$ cat src/rtl/reorder_buffer_if.sv
`default_nettype none
// ============================================================================
// Module      : reorder_buffer_if
// Description : Issue / CDB writeback / operand query / register-file write
//               bundle between the core pipeline and the reorder buffer.
// Revision    : 1.0 - initial release
// ============================================================================
interface reorder_buffer_if #(
  parameter int TAG_W = 3
);
  // Allocation
  logic             issue_valid;
  logic             issue_has_dest;
  logic [4:0]       issue_rd;
  logic [TAG_W-1:0] issue_tag;
  logic             full;
  logic             empty;
  // Common data bus
  logic             wb_valid;
  logic [TAG_W-1:0] wb_tag;
  logic [31:0]      wb_value;
  // Operand forwarding lookup
  logic [TAG_W-1:0] query_tag;
  logic             query_ready;
  logic [31:0]      query_value;
  // Register-file write port
  logic             to_rf_valid;
  logic [4:0]       to_rf_rd;
  logic [31:0]      to_rf_wdata;

  // Pipeline side: drives requests, observes buffer state
  modport master (
    output issue_valid, issue_has_dest, issue_rd,
    output wb_valid, wb_tag, wb_value,
    output query_tag,
    input  issue_tag, full, empty,
    input  query_ready, query_value,
    input  to_rf_valid, to_rf_rd, to_rf_wdata
  );

  // Reorder buffer side
  modport slave (
    input  issue_valid, issue_has_dest, issue_rd,
    input  wb_valid, wb_tag, wb_value,
    input  query_tag,
    output issue_tag, full, empty,
    output query_ready, query_value,
    output to_rf_valid, to_rf_rd, to_rf_wdata
  );
endinterface
`default_nettype wire

$ cat src/rtl/reorder_buffer.sv
`default_nettype none
// ============================================================================
// Module      : reorder_buffer
// Description : In-order retirement buffer. Allocates a tag per issued
//               instruction, captures CDB results and retires one entry per
//               cycle in program order to the register-file write port.
// Revision    : 1.0 - initial release
// ============================================================================
module reorder_buffer #(
  parameter int DEPTH = 8,
  parameter int TAG_W = 3
) (
  input  wire logic        clk_in,
  input  wire logic        rst_in,
  input  wire logic        rdy_in,
  input  wire logic        flush_in,
  reorder_buffer_if.slave  rob_if
);

  localparam int              CNT_W     = TAG_W + 1;
  localparam logic [CNT_W-1:0] DEPTH_CNT = CNT_W'(DEPTH);

  // Per-entry storage
  logic [DEPTH-1:0] busy_q,     busy_d;
  logic [DEPTH-1:0] ready_q,    ready_d;
  logic [DEPTH-1:0] has_dest_q, has_dest_d;
  logic [4:0]       rd_q    [DEPTH];
  logic [4:0]       rd_d    [DEPTH];
  logic [31:0]      value_q [DEPTH];
  logic [31:0]      value_d [DEPTH];

  // Pointers and occupancy; count disambiguates full from empty
  logic [TAG_W-1:0] head_q,  head_d;
  logic [TAG_W-1:0] tail_q,  tail_d;
  logic [CNT_W-1:0] count_q, count_d;

  // Registered register-file write port
  logic             to_rf_valid_q, to_rf_valid_d;
  logic [4:0]       to_rf_rd_q,    to_rf_rd_d;
  logic [31:0]      to_rf_wdata_q, to_rf_wdata_d;

  logic full, empty, issue_fire, commit_fire;

  // Full is taken from the registered count, so a slot freed by this cycle's
  // commit cannot be reallocated until the next cycle.
  assign full        = (count_q == DEPTH_CNT);
  assign empty       = (count_q == '0);
  assign issue_fire  = rob_if.issue_valid && !full && !flush_in;
  assign commit_fire = busy_q[head_q] && ready_q[head_q];

  assign rob_if.issue_tag   = tail_q;
  assign rob_if.full        = full;
  assign rob_if.empty       = empty;
  // Lookup reflects registered state only; a same-cycle CDB result is not bypassed
  assign rob_if.query_ready = busy_q[rob_if.query_tag] && ready_q[rob_if.query_tag];
  assign rob_if.query_value = value_q[rob_if.query_tag];
  assign rob_if.to_rf_valid = to_rf_valid_q;
  assign rob_if.to_rf_rd    = to_rf_rd_q;
  assign rob_if.to_rf_wdata = to_rf_wdata_q;

  // Next-state: flush dominates; otherwise writeback, then commit, then issue
  always_comb begin
    busy_d        = busy_q;
    ready_d       = ready_q;
    has_dest_d    = has_dest_q;
    rd_d          = rd_q;
    value_d       = value_q;
    head_d        = head_q;
    tail_d        = tail_q;
    count_d       = count_q;
    to_rf_valid_d = 1'b0;
    to_rf_rd_d    = to_rf_rd_q;
    to_rf_wdata_d = to_rf_wdata_q;

    if (flush_in) begin
      busy_d  = '0;
      ready_d = '0;
      head_d  = '0;
      tail_d  = '0;
      count_d = '0;
    end else begin
      if (rob_if.wb_valid && busy_q[rob_if.wb_tag]) begin
        ready_d[rob_if.wb_tag] = 1'b1;
        value_d[rob_if.wb_tag] = rob_if.wb_value;
      end
      // Commit clears ready after the writeback so a late CDB hit cannot
      // resurrect the retiring entry.
      if (commit_fire) begin
        busy_d[head_q]  = 1'b0;
        ready_d[head_q] = 1'b0;
        head_d          = head_q + TAG_W'(1);
        to_rf_valid_d   = has_dest_q[head_q] && (rd_q[head_q] != 5'd0);
        to_rf_rd_d      = rd_q[head_q];
        to_rf_wdata_d   = value_q[head_q];
      end
      // Tail never equals a busy head while not full, so no slot conflict
      if (issue_fire) begin
        busy_d[tail_q]     = 1'b1;
        ready_d[tail_q]    = 1'b0;
        has_dest_d[tail_q] = rob_if.issue_has_dest;
        rd_d[tail_q]       = rob_if.issue_rd;
        tail_d             = tail_q + TAG_W'(1);
      end
      count_d = count_q + CNT_W'(issue_fire) - CNT_W'(commit_fire);
    end
  end

  // State register: async reset, frozen while rdy_in is low
  always_ff @(posedge clk_in or posedge rst_in) begin
    if (rst_in) begin
      busy_d_reset_loop: for (int i = 0; i < DEPTH; i++) begin
        rd_q[i]    <= '0;
        value_q[i] <= '0;
      end
      busy_q        <= '0;
      ready_q       <= '0;
      has_dest_q    <= '0;
      head_q        <= '0;
      tail_q        <= '0;
      count_q       <= '0;
      to_rf_valid_q <= 1'b0;
      to_rf_rd_q    <= '0;
      to_rf_wdata_q <= '0;
    end else if (rdy_in) begin
      busy_q        <= busy_d;
      ready_q       <= ready_d;
      has_dest_q    <= has_dest_d;
      rd_q          <= rd_d;
      value_q       <= value_d;
      head_q        <= head_d;
      tail_q        <= tail_d;
      count_q       <= count_d;
      to_rf_valid_q <= to_rf_valid_d;
      to_rf_rd_q    <= to_rf_rd_d;
      to_rf_wdata_q <= to_rf_wdata_d;
    end else begin
      to_rf_valid_q <= 1'b0;
    end
  end

endmodule
`default_nettype wire

$ cat src/flat_wrapper.sv
// flat-port wrapper written by rule: the top's interface ports become plain ports
module reorder_buffer_flat 
#(
  parameter int DEPTH = 8,
  parameter int TAG_W = 3
)
  (clk_in, rst_in, rdy_in, flush_in, rob_if_issue_valid, rob_if_issue_has_dest, rob_if_issue_rd, rob_if_wb_valid, rob_if_wb_tag, rob_if_wb_value, rob_if_query_tag, rob_if_issue_tag, rob_if_full, rob_if_empty, rob_if_query_ready, rob_if_query_value, rob_if_to_rf_valid, rob_if_to_rf_rd, rob_if_to_rf_wdata);
  reorder_buffer_if #(.TAG_W(TAG_W)) rob_if_i ();
  input  wire logic clk_in;
  input  wire logic rst_in;
  input  wire logic rdy_in;
  input  wire logic flush_in;
  input wire logic [$bits(rob_if_i.issue_valid)-1:0] rob_if_issue_valid;
  input wire logic [$bits(rob_if_i.issue_has_dest)-1:0] rob_if_issue_has_dest;
  input wire logic [$bits(rob_if_i.issue_rd)-1:0] rob_if_issue_rd;
  input wire logic [$bits(rob_if_i.wb_valid)-1:0] rob_if_wb_valid;
  input wire logic [$bits(rob_if_i.wb_tag)-1:0] rob_if_wb_tag;
  input wire logic [$bits(rob_if_i.wb_value)-1:0] rob_if_wb_value;
  input wire logic [$bits(rob_if_i.query_tag)-1:0] rob_if_query_tag;
  output wire logic [$bits(rob_if_i.issue_tag)-1:0] rob_if_issue_tag;
  output wire logic [$bits(rob_if_i.full)-1:0] rob_if_full;
  output wire logic [$bits(rob_if_i.empty)-1:0] rob_if_empty;
  output wire logic [$bits(rob_if_i.query_ready)-1:0] rob_if_query_ready;
  output wire logic [$bits(rob_if_i.query_value)-1:0] rob_if_query_value;
  output wire logic [$bits(rob_if_i.to_rf_valid)-1:0] rob_if_to_rf_valid;
  output wire logic [$bits(rob_if_i.to_rf_rd)-1:0] rob_if_to_rf_rd;
  output wire logic [$bits(rob_if_i.to_rf_wdata)-1:0] rob_if_to_rf_wdata;
  assign rob_if_i.issue_valid = rob_if_issue_valid;
  assign rob_if_i.issue_has_dest = rob_if_issue_has_dest;
  assign rob_if_i.issue_rd = rob_if_issue_rd;
  assign rob_if_i.wb_valid = rob_if_wb_valid;
  assign rob_if_i.wb_tag = rob_if_wb_tag;
  assign rob_if_i.wb_value = rob_if_wb_value;
  assign rob_if_i.query_tag = rob_if_query_tag;
  assign rob_if_issue_tag = rob_if_i.issue_tag;
  assign rob_if_full = rob_if_i.full;
  assign rob_if_empty = rob_if_i.empty;
  assign rob_if_query_ready = rob_if_i.query_ready;
  assign rob_if_query_value = rob_if_i.query_value;
  assign rob_if_to_rf_valid = rob_if_i.to_rf_valid;
  assign rob_if_to_rf_rd = rob_if_i.to_rf_rd;
  assign rob_if_to_rf_wdata = rob_if_i.to_rf_wdata;
  reorder_buffer #(.DEPTH(DEPTH), .TAG_W(TAG_W)) u_core (.clk_in(clk_in), .rst_in(rst_in), .rdy_in(rdy_in), .flush_in(flush_in), .rob_if(rob_if_i));
endmodule
$ cat config.mk
export PLATFORM = sky130hd
export DESIGN_NAME = reorder_buffer_flat
export DESIGN_NICKNAME = d
export VERILOG_FILES = /design/src/rtl/reorder_buffer_if.sv /design/src/rtl/reorder_buffer.sv /design/src/flat_wrapper.sv
export SDC_FILE = /design/constraint.sdc
export NUM_CORES = 1
export LEC_CHECK = 0
export ABC_AREA = 1
export BUFFER_PORTS_ARGS = -buffer_cell sky130_fd_sc_hd__buf_2
export CAP_MARGIN = 25
export CORE_ASPECT_RATIO = 1.5
export CORE_MARGIN = 2
export CORE_UTILIZATION = 30
export DETAILED_ROUTE_END_ITERATION = 6
export SYNTH_ARGS = -nofsm -noshare
export SYNTH_HDL_FRONTEND = slang
export SYNTH_SLANG_ARGS = --single-unit
$ cat constraint.sdc
create_clock -name clk_in -period 10.3 [get_ports clk_in]
set_clock_uncertainty 0.1 [all_clocks]
set_input_delay 1.03 -clock clk_in [delete_from_list [all_inputs] [get_ports clk_in]]
set_output_delay 1.03 -clock clk_in [all_outputs]
set_load 0.1 [all_outputs]
Word-level counts from Yosys, hierarchy flattened. Index checks and enable logic that the tools add are counted.

$add $sub $neg: 4. $lt $le $gt $ge: 13. Equal/unequal tests: 1. Mux-type cells: 52. Bitwise logic cells: 12. Reductions and logical operators: 22.

Operators with widths (count): $bwmux W256 (1); $bmux W32 S3 (2); $mux W32 (5); $demux W32 S3 (1); $mux W8 (10); $bwmux W40 (1); $and A8 B8 Y8 (3); $bmux W1 S3 (6); $ge A4 B4 Y1 const B (4); $lt A3 B4 Y1 const B (4); $not A3 Y4 (4); $not A8 Y8 (2); $or A8 B8 Y8 (2); $bmux W5 S3 (1); $demux W5 S3 (1); $mux W5 (3); $mux W1 (12); $mux W3 (4); $logic_and A1 B1 Y1 (11); $demux W1 S3 (3); $ge A3 B1 Y1 const B (3); $reduce_and A3 Y1 (3); $bwmux W8 (1); $lt A4 B1 Y1 const B (2); 11 further kinds (15).

Register bits: 368. Input bits: 50. Output and inout port bits: 76. Logic and storage cells: 129.

Depth between registers and ports, before layout.
Depth in word-level cells: 13. Mapped depth: 17.

Worst setup path after synthesis. Ideal clock, no wire load.

Path type: in2out. Start: in rob_if_query_tag[0]. End: out rob_if_query_value[8]. Data arrival time: 3.585 ns. Data required time: 9.170 ns. Slack: 5.585 ns. Cell stages on the path: 7. Buffers on the path: 3. Cells stage by stage: clkbuf_1 > clkbuf_1 > clkbuf_1 > o21ai_0 > o21ai_0 > a21oi_1 > a31oi_1.

Cells in the longest elaborated chain, start to end: 4.

RTL lines: from (decl) (RTL line flat_wrapper.sv:19) `input wire logic [$bits(rob_if_i.query_tag)-1:0] rob_if_query_tag;`; $not A3 Y4 (not written as such) (RTL line reorder_buffer.sv:56) `assign rob_if.query_value = value_q[rob_if.query_tag];`; $bmux W32 S3 (RTL line reorder_buffer.sv:56); $mux W32 (not written as such) (2 in a row) (RTL line reorder_buffer.sv:56); to (decl) (RTL line flat_wrapper.sv:24) `output wire logic [$bits(rob_if_i.query_value)-1:0] rob_if_query_value;`.

No other way between the ends. The select of a mux whose other input is x is not followed.

Worst setup path after layout.
Start: in rob_if_query_tag[0]. End: out rob_if_query_value[28].

The elaborated chain is that of the path after synthesis.

==> flow_metrics.tcl <==
set metrics [dict create \
    synth_cell_types 31 \
    worstPathCellList "buf_4 -> inv_4 -> buf_4 -> nor2_1 -> o21ai_0 -> a21oi_1 -> a31oi_1 -> buf_2" \
    fmax_mhz 202 \
    fillers 6636 \
    peakVddDrop_mv 0.125 \
    antenna_found_initial 8 \
    tightest_slew_ns 1.09 \
    crit_required_ns 9.17 \
    cts_root_buf "clkbuf_16" \
    synth_top_cell_area_share 0.488 \
    maxCapViolations 0 \
    endpoint_kind "primary output" \
    holdPathStages 2 \
    path_class "primary input to primary output" \
    avgViaCountPerCell 5.14 \
    finalSetupTns_ns 0 \
    r2r_setup_slack_ns 6.63 \
    critPathMaxStageDelay_ns 0.70 \
    yosys_warnings 0 \
    crit_fanout 72 \
    die_h_um 311 \
    hold_start "u_core.rob_if.to_rf_wdata[11]" \
    portBuffers 125 \
    cts_buffers 38 \
    nets 2597 \
    layout_worst_path_cycle_share 0.481 \
    r2r-end "u_core.rob_if.to_rf_wdata[8]" \
    setup_violations 0 \
    arrival_ns 3.83 \
    wl_um 65400 \
    synth_cells 2530 \
    dp_hpwl_um 39600 \
    syn2layout_area_growth_pct 13.4 \
    holdBufCountCts 0 \
    cts.path.max_buffers 3 \
    grt_pass1_vias 16695 \
    ctsHtreeMaxLevel 2 \
    die-area_mm2 0.0649 \
    die_w_um 209 \
    rsz0062_at_grt "no" \
    power_leakage_uw 0.0104 \
    worstHoldEndpoint "u_core.rob_if.to_rf_wdata[11]" \
    cp.depth 8 \
    final_antenna_net_count 0 \
    rr_worst_depth 9 \
    drt-pass1-iter-count 7 \
    post_cts_buffers 0 \
    core_mm2 0.0622 \
    max-slew-margin-rel 0.271 \
    outcome "finished clean" \
    cts_tree "yes" \
    ys_ff_latch 368 \
    cp_top_family "buffers and inverters" \
    grtUsageTotal 0.199 \
    drt_iter0_markers 1704 \
    cp-start-kind "primary input" \
    report.final.hold_viol_count 0 \
    syn_nets 2589 \
    yosysTopAreaCell "dfrtp_1" \
    final_util 0.344 \
    worst_path_most_repeated_cell "buf_4" \
    hold_class "flip-flop to flip-flop" \
    worst_path_max_delay_cell "buf_4" \
    synth_area_mm2 0.0189 \
    routabilityCongestion 0.857 \
    io_pins 126 \
    r2r_start "u_core.head_q[1]" \
    wire_per_inst_um 19.4 \
    grt_pass1_wl_um 101000 \
    grt_max_degree 126 \
    postSynthAreaPerCell_um2 7.45 \
    drc 0 \
    grt.overflow.total 0 \
    maxSlewViolCount 0 \
    cts_resized 0 \
    fin_crit_ns 4.96 \
    initial_core_util 0.303 \
    clkLatencyLatePin_ns 0.55 \
    path_clk_slew_ns 0.07 \
    p_per_area_mw_per_mm2 196 \
    vias 17317 \
    final_layout_size_suffix_gt1_frac 0.0962 \
    crit_buf_inv 4 \
    cts_num_sinks 368 \
    synth_area_leaders "dfrtp_1 (49%), nand2_1 (15%), o21ai_0 (11%)" \
    ys_seq_area_frac 0.488 \
    placement_rows 112 \
]
[metrics by stage]
| stage | hold WS (ns) | area [µm²] | setup WS (ns) | total power (µW) | cells |
|---|---|---|---|---|---|
| 3_3_place_gp | 0.360 | 20000 | 5.34 | 2650 | 3295 |
| 6_report | 0.376 | 21400 | 5.34 | 4190 | 3368 |
| 2_1_floorplan | 0.353 | 18900 | 4.23 | 2460 | 2530 |
| 4_1_cts | 0.382 | 21400 | 5.34 | 4220 | 3365 |
| 5_1_grt | 0.395 | 21400 | 5.18 | 4380 | 3366 |
| 3_5_place_dp | 0.362 | 20000 | 5.34 | 2660 | 3296 |
[sequential cells by signal, summed over array words and instances (netlist names)]
signal and count:
u_core.busy_q 8, u_core.count_q 4, u_core.has_dest_q 8, u_core.head_q 3
u_core.rd_q 40, u_core.ready_q 8, u_core.rob_if.issue_tag 3, u_core.rob_if.to_rf_rd 5
u_core.rob_if.to_rf_valid 1, u_core.rob_if.to_rf_wdata 32, u_core.value_q 256
[cell usage in the layout (no fill, tap or decap), types with 3 or more instances in the layout]
cell type / n
a21oi_1: 145
a22oi_1: 13
a31oi_1: 33
buf_2: 124
buf_4: 33
bufinv_16: 8
clkbuf_1: 5
clkbuf_16: 39
clkbuf_8: 6
clkinv_2: 7
dfrtp_1: 368
diode_2: 3
ha_1: 8
inv_1: 254
inv_2: 6
nand2_1: 749
nand2_2: 4
nand3_1: 76
nand4_1: 21
nor2_1: 88
nor2_2: 3
nor2_4: 8
nor3_1: 5
o211ai_1: 9
o21ai_0: 431
o21ai_1: 27
o22ai_1: 77
o311ai_0: 4
[cell families (layout without fill, tap and decap cells)]
logic type | after synthesis | count (layout) | share of synthesized area
compound gates | 740 | 740 | 0.208
fa+ha+maj | 9 | 9 | 0.00637
flops | 368 | 368 | 0.488
simple gates | 956 | 956 | 0.201
buf+inv | 455 | 492 | 0.0962
xor+xnor | 2 | 2 | 0.000929
other cells | 0 | 3 | 0
[worst max-delay path by stage]
stage	start	endpoint	slack [ns]
floorplan	rst_in	u_core.busy_q[0]	4.23
global placement	rob_if_query_tag[0]	rob_if_query_value[28]	5.34
detailed placement	rob_if_query_tag[0]	rob_if_query_value[28]	5.34
CTS	rob_if_query_tag[0]	rob_if_query_value[28]	5.34
global route	rob_if_query_tag[0]	rob_if_query_value[17]	5.18
finish	rob_if_query_tag[0]	rob_if_query_value[28]	5.34
[synth_stat cells]
library cell / number
dfrtp_1: 368
clkbuf_1: 106
nor2_1: 94
clkinv_1: 3
nand2_1: 750
nand4_1: 21
a22oi_1: 13
nor3b_1: 1
buf_2: 60
o21ai_1: 27
xor2_1: 2
a21oi_1: 145
nand2_2: 3
nor2_2: 4
ha_1: 8
o311ai_0: 4
o22ai_1: 77
o21ai_0: 431
inv_2: 4
clkbuf_2: 7
a21o_1: 1
inv_1: 257
o211ai_1: 9
nand3_4: 1
fa_1: 1
buf_4: 6
buf_1: 12
a31oi_1: 33
nor3_1: 5
nor2_4: 1
nand3_1: 76
[routing by layer]
layer,vias up,global-route usage,share of wire
li1,8257,-,-
met1,8245,0.250,0.42
met2,644,0.337,0.48
met3,163,0.0344,0.061
met4,8,0.0779,0.040
met5,-,0,0.00057
[worst min-delay path, cell delays in order, from the launching register on]
cell and delay [ns]:
dfrtp_1 0.34, nand2_1 0.05, nand2_1 0.05
[power breakdown]
group	leakage [µW]	total [µW]	internal, µW	switching (µW)
sequential	0.00420	1740	1640	99.1
combinational	0.00555	891	202	689
clock	0.000683	1560	941	616
[area by class of cell]
class	count	area (µm²)	share of cell area
antenna	3	7.51	0.000351
clock buffer	50	1080	0.0504
clock inverter	19	309	0.0144
inverter	264	997	0.0466
multi-input combinational	1707	7890	0.369
sequential	368	9210	0.430
tap	798	998	0.0467
timing repair buffer	159	908	0.0425
Power figures use the tool's default switching activity.
